[config.mk]
export PLATFORM = sky130hd
export DESIGN_NAME = regfile_wb_arbiter
export DESIGN_NICKNAME = d
export VERILOG_FILES = /design/src/rtl/regfile_pkg.sv /design/src/rtl/wb_arbiter2.sv /design/src/rtl/regfile_wb_arbiter.sv
export SDC_FILE = /design/constraint.sdc
export NUM_CORES = 1
export LEC_CHECK = 0
export CAP_MARGIN = 40
export CORE_MARGIN = 2
export CORE_UTILIZATION = 42
export CTS_CLUSTER_SIZE = 8
export DETAILED_ROUTE_END_ITERATION = 6
export PLACE_DENSITY = 0.8
export SETUP_SLACK_MARGIN = 0.02
export SLEW_MARGIN = 20
export SYNTH_ARGS = -nofsm -noshare
export SYNTH_HDL_FRONTEND = slang
export SYNTH_SLANG_ARGS = --single-unit
[constraint.sdc]
create_clock -name clk -period 1 [get_ports clk]
set_input_delay 0.1 -clock clk [delete_from_list [all_inputs] [get_ports clk]]
set_output_delay 0.1 -clock clk [all_outputs]
set_load 0.02 [all_outputs]
[src/rtl/regfile_pkg.sv]
// regfile_pkg
// Shared definitions for the register file and its write-back controller.
//   XLEN        : data width
//   REG_ADDR_W  : register index width
//   NUM_REGS    : number of architectural registers (x0..x31)
//   wb_req_t    : one write-back request {rd, data}
//   wb_src_e    : write-back source identifier; its value is also the bit
//                 position of that source in the arbiter's one-hot grant
package regfile_pkg;

    localparam int XLEN       = 32;
    localparam int REG_ADDR_W = 5;
    localparam int NUM_REGS   = 32;

    typedef struct packed {
        logic [REG_ADDR_W-1:0] rd;
        logic [XLEN-1:0]       data;
    } wb_req_t;

    typedef enum logic {
        WB_ALU = 1'b0,
        WB_LSU = 1'b1
    } wb_src_e;

endpackage

[src/rtl/wb_arbiter2.sv]
// wb_arbiter2
// Two-way grant generator for the register-file write port.
// Build option: WB_RR_ARB_EN
//   defined   -> round-robin on contention, driven by the last-grant pointer
//   undefined -> fixed priority, LSU over ALU (no pointer input)
// Ports:
//   alu_valid  in   ALU request pending
//   lsu_valid  in   LSU request pending
//   last_grant in   source granted by the most recent transfer (RR build only)
//   grant      out  one-hot grant, bit index = wb_src_e value; zero when idle
module wb_arbiter2
    import regfile_pkg::*;
(
    input  logic       alu_valid,
    input  logic       lsu_valid,
`ifdef WB_RR_ARB_EN
    input  wb_src_e    last_grant,
`endif
    output logic [1:0] grant
);

    always_comb begin
        grant = 2'b00;
        if (alu_valid && lsu_valid) begin
`ifdef WB_RR_ARB_EN
            // Contention: the requester that did not win last time goes now.
            if (last_grant == WB_ALU) begin
                grant[WB_LSU] = 1'b1;
            end else begin
                grant[WB_ALU] = 1'b1;
            end
`else
            grant[WB_LSU] = 1'b1;
`endif
        end else if (alu_valid) begin
            grant[WB_ALU] = 1'b1;
        end else if (lsu_valid) begin
            grant[WB_LSU] = 1'b1;
        end
    end

endmodule

[src/rtl/regfile_wb_arbiter.sv]
// regfile_wb_arbiter
// Write-back controller for the 32x32 register file. Shares the single write
// port between the ALU and the LSU, drives reg_write/write_reg/write_data from
// a registered stage, and keeps a busy scoreboard for hazard detection.
// Build option: WB_RR_ARB_EN selects round-robin arbitration (otherwise fixed
// LSU-over-ALU priority, no pointer flop).
// Ports:
//   clk, rst_n                       clock, asynchronous active-low reset
//   alu_valid/alu_ready/rd/data      ALU write-back handshake
//   lsu_valid/lsu_ready/rd/data      LSU write-back handshake
//   issue_valid, issue_rd            destination of an issuing instruction
//   busy                             scoreboard, bit i = write to x_i pending
//   reg_write, write_reg, write_data register-file write port
module regfile_wb_arbiter #(
    parameter int XLEN       = regfile_pkg::XLEN,
    parameter int REG_ADDR_W = regfile_pkg::REG_ADDR_W
) (
    input  logic                          clk,
    input  logic                          rst_n,
    input  logic                          alu_valid,
    output logic                          alu_ready,
    input  logic [REG_ADDR_W-1:0]         alu_rd,
    input  logic [XLEN-1:0]               alu_data,
    input  logic                          lsu_valid,
    output logic                          lsu_ready,
    input  logic [REG_ADDR_W-1:0]         lsu_rd,
    input  logic [XLEN-1:0]               lsu_data,
    input  logic                          issue_valid,
    input  logic [REG_ADDR_W-1:0]         issue_rd,
    output logic [regfile_pkg::NUM_REGS-1:0] busy,
    output logic                          reg_write,
    output logic [REG_ADDR_W-1:0]         write_reg,
    output logic [XLEN-1:0]               write_data
);

    import regfile_pkg::*;

    logic [1:0]            grant;
    logic                  alu_xfer;
    logic                  lsu_xfer;
    logic                  wb_xfer;
    logic [REG_ADDR_W-1:0] wb_rd;
    logic [XLEN-1:0]       wb_data;

    logic                  reg_write_reg;
    logic [REG_ADDR_W-1:0] write_reg_reg;
    logic [XLEN-1:0]       write_data_reg;
    logic [NUM_REGS-1:0]   busy_reg;
    logic [NUM_REGS-1:0]   busy_next;

`ifdef WB_RR_ARB_EN
    wb_src_e last_grant_reg;

    wb_arbiter2 u_arb (
        .alu_valid  (alu_valid),
        .lsu_valid  (lsu_valid),
        .last_grant (last_grant_reg),
        .grant      (grant)
    );

    // Reset to "LSU granted last" so the first contention goes to the ALU.
    always_ff @(posedge clk or negedge rst_n) begin
        if (!rst_n) begin
            last_grant_reg <= WB_LSU;
        end else if (wb_xfer) begin
            last_grant_reg <= lsu_xfer ? WB_LSU : WB_ALU;
        end
    end
`else
    wb_arbiter2 u_arb (
        .alu_valid  (alu_valid),
        .lsu_valid  (lsu_valid),
        .grant      (grant)
    );
`endif

    // Grant already implies valid; rst_n keeps both handshakes closed while
    // the block is held in reset.
    assign alu_ready = grant[WB_ALU] & rst_n;
    assign lsu_ready = grant[WB_LSU] & rst_n;

    assign alu_xfer = alu_valid & alu_ready;
    assign lsu_xfer = lsu_valid & lsu_ready;
    assign wb_xfer  = alu_xfer | lsu_xfer;
    assign wb_rd    = lsu_xfer ? lsu_rd   : alu_rd;
    assign wb_data  = lsu_xfer ? lsu_data : alu_data;

    // Per-register scoreboard update. A same-cycle issue to rd overrides the
    // clear from a write-back to rd, since a newer producer now owns it.
    for (genvar gi = 0; gi < NUM_REGS; gi++) begin : g_busy
        if (gi == 0) begin : g_zero
            assign busy_next[gi] = 1'b0;
        end else begin : g_bit
            logic set_hit;
            logic clr_hit;
            assign set_hit = issue_valid && (issue_rd == REG_ADDR_W'(gi));
            assign clr_hit = wb_xfer && (wb_rd == REG_ADDR_W'(gi));
            assign busy_next[gi] = set_hit | (busy_reg[gi] & ~clr_hit);
        end
    end

    // Output stage: writes to x0 are consumed without touching the port,
    // and the index/data hold their last values when no write is issued.
    always_ff @(posedge clk or negedge rst_n) begin
        if (!rst_n) begin
            reg_write_reg  <= 1'b0;
            write_reg_reg  <= '0;
            write_data_reg <= '0;
            busy_reg       <= '0;
        end else begin
            busy_reg      <= busy_next;
            reg_write_reg <= wb_xfer && (wb_rd != '0);
            if (wb_xfer && (wb_rd != '0)) begin
                write_reg_reg  <= wb_rd;
                write_data_reg <= wb_data;
            end
        end
    end

    assign reg_write  = reg_write_reg;
    assign write_reg  = write_reg_reg;
    assign write_data = write_data_reg;
    assign busy       = busy_reg;

endmodule

# [Word level (Yosys, flattened, before mapping)]
# Index checks and enable logic that the tools add are counted.
[word_totals] input_bits=84 output_inout_bits=72 register_bits=69
[classes] mux=7 bitwise=98 n_reduce_logical=65 n_eq_ne=62
[op_table] operator="5-bit equality test, second input constant" count=32
[op_table] operator="5-bit by 4-bit equality test with 1-bit output, second input constant" count=16
[op_table] operator="1-bit logical AND" count=64
[op_table] operator="5-bit by 3-bit equality test with 1-bit output, second input constant" count=8
[op_table] operator="1-bit AND" count=35
[op_table] operator="32-bit 2-to-1 mux" count=1
[op_table] operator="1-bit OR" count=32
[op_table] operator="1-bit NOT" count=31
[op_table] operator="5-bit by 2-bit equality test with 1-bit output, second input constant" count=4
[op_table] operator="5-bit by 1-bit equality test with 1-bit output, second input constant" count=2
[op_table] operator="1-bit 2-to-1 mux" count=5
[op_table] operator="5-bit 2-to-1 mux" count=1
[op_table] operator="5-bit nonzero test" count=1

# [Depth between registers and ports, before layout]
[depth] word_depth=11 depth_mapped=7 ltp_nobuf=5

# [Hierarchy]
# A second synthesis with hierarchy kept.
[hier_totals] cells_unflattened=315 hier_area_um2=3814.9
[modules_own_cells] mod="regfile_wb_arbiter" n_inst=1 area_each_um2=3804.9 cells_each=313
[modules_own_cells] mod="wb_arbiter2" n_inst=1 area_each_um2=10.0 cells_each=2

# [Worst setup path before layout]
# No wires, ideal clock.
[synth_path] kind="in2reg" from="in lsu_rd[2]" to="reg write_data_reg[10] (netlist: write_data[10])" path_stages=5 setup_ps=125 n_path_buf=1 required_ps=875 path_slack_ps=-482 arrival_ps=1357 cell_sequence="and4bb_1 -> o22a_1 -> o21ai_4 -> buf_6 -> mux2_4"
[synth_between] elab_chain_len=3
[synth_rtl] item="start: declaration" line_no="regfile_wb_arbiter.sv:26" rtl="input logic [REG_ADDR_W-1:0] lsu_rd,"
[synth_rtl] item="5-bit 2-to-1 mux" line_no="regfile_wb_arbiter.sv:85" rtl="assign wb_rd = lsu_xfer ? lsu_rd : alu_rd;"
[synth_rtl] item="5-bit nonzero test" line_no="regfile_wb_arbiter.sv:113" rtl="if (wb_xfer && (wb_rd != '0)) begin"
[synth_rtl] item="1-bit logical AND" line_no="regfile_wb_arbiter.sv:113"
[synth_rtl] item="end signal: assignment" line_no="regfile_wb_arbiter.sv:115" rtl="write_data_reg <= wb_data;"
[synth_rtl] item="end: declaration" line_no="regfile_wb_arbiter.sv:47" rtl="logic [XLEN-1:0] write_data_reg;"
# No other way between the ends.
# A chain may end at the register's enable or synchronous reset.

# [Final worst setup path]
[layout_path] from="in rst_n" to="reg write_data_reg[13] (netlist: write_data[13])"
[layout_between] elab_chain_len=5
[layout_rtl] item="start: declaration" line_no="regfile_wb_arbiter.sv:19" rtl="input logic rst_n,"
[layout_rtl] item="1-bit AND" line_no="regfile_wb_arbiter.sv:80" rtl="assign lsu_ready = grant[WB_LSU] & rst_n;"
[layout_rtl] item="1-bit AND" line_no="regfile_wb_arbiter.sv:83" rtl="assign lsu_xfer = lsu_valid & lsu_ready;"
[layout_rtl] item="5-bit 2-to-1 mux" line_no="regfile_wb_arbiter.sv:85"
[layout_rtl] item="5-bit nonzero test" line_no="regfile_wb_arbiter.sv:113"
[layout_rtl] item="1-bit logical AND" line_no="regfile_wb_arbiter.sv:113"
# Parallel ways exist; a longest one is shown, timed or not.

==> impl_metrics.yaml <==
drt:
  vias: 3707
  dr.first_iter.drc_count: 150
  wl_per_cell_um: 20.3
  wl_mm: 13.7
  firstDrtPassIters: 4
  viasPerCell: 5.50
  drc: 0
  ant_nets: 0
die:
  die_area_um2: 9160
  start_util_pct: 43.2
  ioPinCount: 156
  die_h_um: 95.7
  fp-row-count: 33
  die_w_um: 95.7
  coreArea_um2: 8180
clock_network:
  ctsLongestPathBuffers: 2
  cts_num_sinks: 69
  cts-root-buf: "clkbuf_8"
  clk_pin_slew_worst_paths_ps: 80
  cts_tree: "done"
  clk_latency_ps: 340
  cts_max_level: 3
  cts_buffers: 9
  cts_hold_buf: 0
finish:
  largest_reg_flops: 32
  nFillCells: 364
  antenna_cells: 0
  fin_util_pct: 87.8
  drive_gt1_share_pct: 60.1
  nets: 648
  area.growth.synth_to_final_pct: 103
synth:
  ys_async_sr_fraction_pct: 100
  synth-edff-count: 0
  netlist.area_leader.share_pct: 48.9
  yosysSeqAreaShare_pct: 48.9
  syn_nets: 374
  synthTopCellsByCount: "69 x dfrtp_1, 39 x mux2_2, 34 x nand2_1, 32 x o31ai_1, 29 x mux2_4"
  yosysMostFrequentCell: "dfrtp_1"
  ys_warn_count: 0
  syn_inst: 290
  synth_area_leaders: "dfrtp_1 49%, mux2_2 12%, mux2_4 12%, o31ai_1 6.8%, nand2_1 3.6%"
  ys_ff_latch: 69
  synth.distinct_cells: 33
  synth.cell_area_um2: 3530
  synthFlopType: "dfrtp_1"
  synth.avg_cell_area_um2: 12.2
  yosysTopAreaCell: "dfrtp_1"
power_and_ir_drop:
  ir_drop_v: 0.000819
  finalPower_mw: 12.7
  p_leak_nw: 3.23
  powerDensity_nw_per_um2: 1760
timing:
  period_needed_ps: 1310
  fin_ws_ps: -314
  finalSetupViolations: 76
  report.final.slew_viol_count: 0
  grt_setup_unrepaired: "true"
  fmax_mhz: 761
  finalHoldViolations: 0
  finalCritPeriodShare_pct: 131
  skew_ps: 0
  hold_slack_ps: 80.9
setup_path:
  critical_path_peak_fanout: 6
  worstSetupPathType: "input port to flip-flop"
  crit_arrival_ps: 1540
  required_ps: 1230
  end_kind: "flip-flop"
  r2r_start: "busy[15]"
  path_cells: "buf_12 -> a211oi_2 -> o22a_1 -> o21ai_4 -> buf_6 -> buf_12 -> buf_16 -> mux2_4"
  ff2ff_path_depth: 4
  cp_common_cell: "buf_12"
  cp_slowest_stage_delay_ps: 290
  r2r_slack_ps: 20
  cpMaxStageDelayCell: "mux2_4"
  critical_path.startpoint_type: "input port"
  r2r_end: "busy[15]"
run:
  cap_violations: 0
run_status:
  violations: "negative setup slack"
  run_status: "finished, violations left"
global_routing:
  grt_pass1_vias: 3896
  grt_overflow: 0
  antenna_found_initial: 0
  track_usage_pct: 29.1
  grt_pass1_wl_mm: 20.0
  grt_max_degree: 37
placed_design:
  gp_congestion: 0.965
  dp_hpwl_mm: 7.83
  io_buffer_count: 154
worst_hold_path:
  hold_path.class: "input port to asynchronous set/reset pin"
## power breakdown
group	switching [mW]	leakage [nW]	internal [mW]
registers	0.528	0.815	3.39
clock network	1.08	0.130	1.86
logic	2.44	2.28	3.36
total	4.05	3.23	8.62
## logic make-up after synthesis
| family | Yosys count | share of synthesized area, % |
|---|---|---|
| flip-flops | 69 | 48.9 |
| multiplexers | 68 | 24.8 |
| AND/OR/NAND/NOR | 67 | 10.1 |
| AO/OA/AOI/OAI | 66 | 13.2 |
| buffers and inverters | 19 | 2.94 |
| other | 1 | 0.106 |
## worst max-delay path, delay by kind of cell
kind | cells | cell delay, ps
multiplexers | 1 | 290
AO/OA/AOI/OAI | 3 | 640
buffers and inverters | 4 | 510
## area by class of cell
| cell class | count | area, um^2 | area share, % |
|---|---|---|---|
| clock inverter | 3 | 90.1 | 1.25 |
| multi-input combinational | 202 | 2240 | 31.1 |
| inverter | 5 | 20.0 | 0.279 |
| clock buffer | 13 | 169 | 2.35 |
| sequential | 69 | 1730 | 24.1 |
| timing repair buffer | 277 | 2810 | 39.1 |
| tap | 105 | 131 | 1.83 |
## per-layer routing
metal  vias up  track usage [%]  share of wire [%]
met1      1804             32.5                 35
met5         -                0                  0
met3        51             8.85                8.3
li1       1633                -                  -
met2       219             51.3                 53
met4         0             12.5                3.9
## cell usage in the layout (no fill, tap or decap), types with 2 or more instances in the layout
cell | synthesis | layout
buf_12 | 0 | 12
dfrtp_1 | 69 | 68
nand3_1 | 4 | 4
a211oi_2 | 0 | 2
nand2_1 | 34 | 33
mux2_2 | 39 | 37
nor3b_1 | 3 | 2
o21ai_0 | 22 | 5
nor2b_1 | 3 | 3
o21ai_1 | 1 | 17
and4b_1 | 5 | 5
clkbuf_8 | 0 | 12
o31ai_2 | 0 | 7
a31oi_4 | 1 | 7
buf_16 | 0 | 3
dlymetal6s2s_1 | 0 | 3
buf_4 | 1 | 93
and4_4 | 0 | 2
buf_8 | 0 | 4
bufinv_16 | 0 | 3
inv_1 | 4 | 4
buf_6 | 3 | 83
o21ai_4 | 1 | 2
buf_2 | 5 | 10
nand4b_1 | 2 | 2
mux2_4 | 29 | 31
nand2b_1 | 3 | 2
o31ai_4 | 0 | 25
nor2_1 | 6 | 5
clkdlybuf4s50_1 | 0 | 67
## per-stage QoR
| step | cells | area (um^2) | setup WS (ps) | TNS, ps |
|---|---|---|---|---|
| after floorplan | 290 | 3680 | -451 | -15360 |
| after global placement | 591 | 5670 | -966 | -67350 |
| after detailed placement | 591 | 5670 | -1010 | -69610 |
| after CTS | 656 | 6910 | -296 | -10060 |
| after global routing | 674 | 7180 | -321 | -13760 |
| final | 674 | 7180 | -314 | -11770 |
## timing repair
action / CTS / global route
setup buffers: 45 / 21
resized for setup: 543 / 43
cloned: 4 / 0
pin swaps: 51 / 23
endpoints found under the setup margin: 140 / 139
## worst max-delay path by stage
stage                   start             end  slack (ps)
finish                  rst_n  write_data[13]        -310
global route            rst_n  write_data[22]        -320
CTS                 lsu_valid  write_data[15]        -300
detailed placement  lsu_valid    write_reg[1]       -1010
global placement    lsu_valid   write_data[0]        -970
floorplan           lsu_rd[0]  write_data[10]        -450
Power figures use the tool's default switching activity.
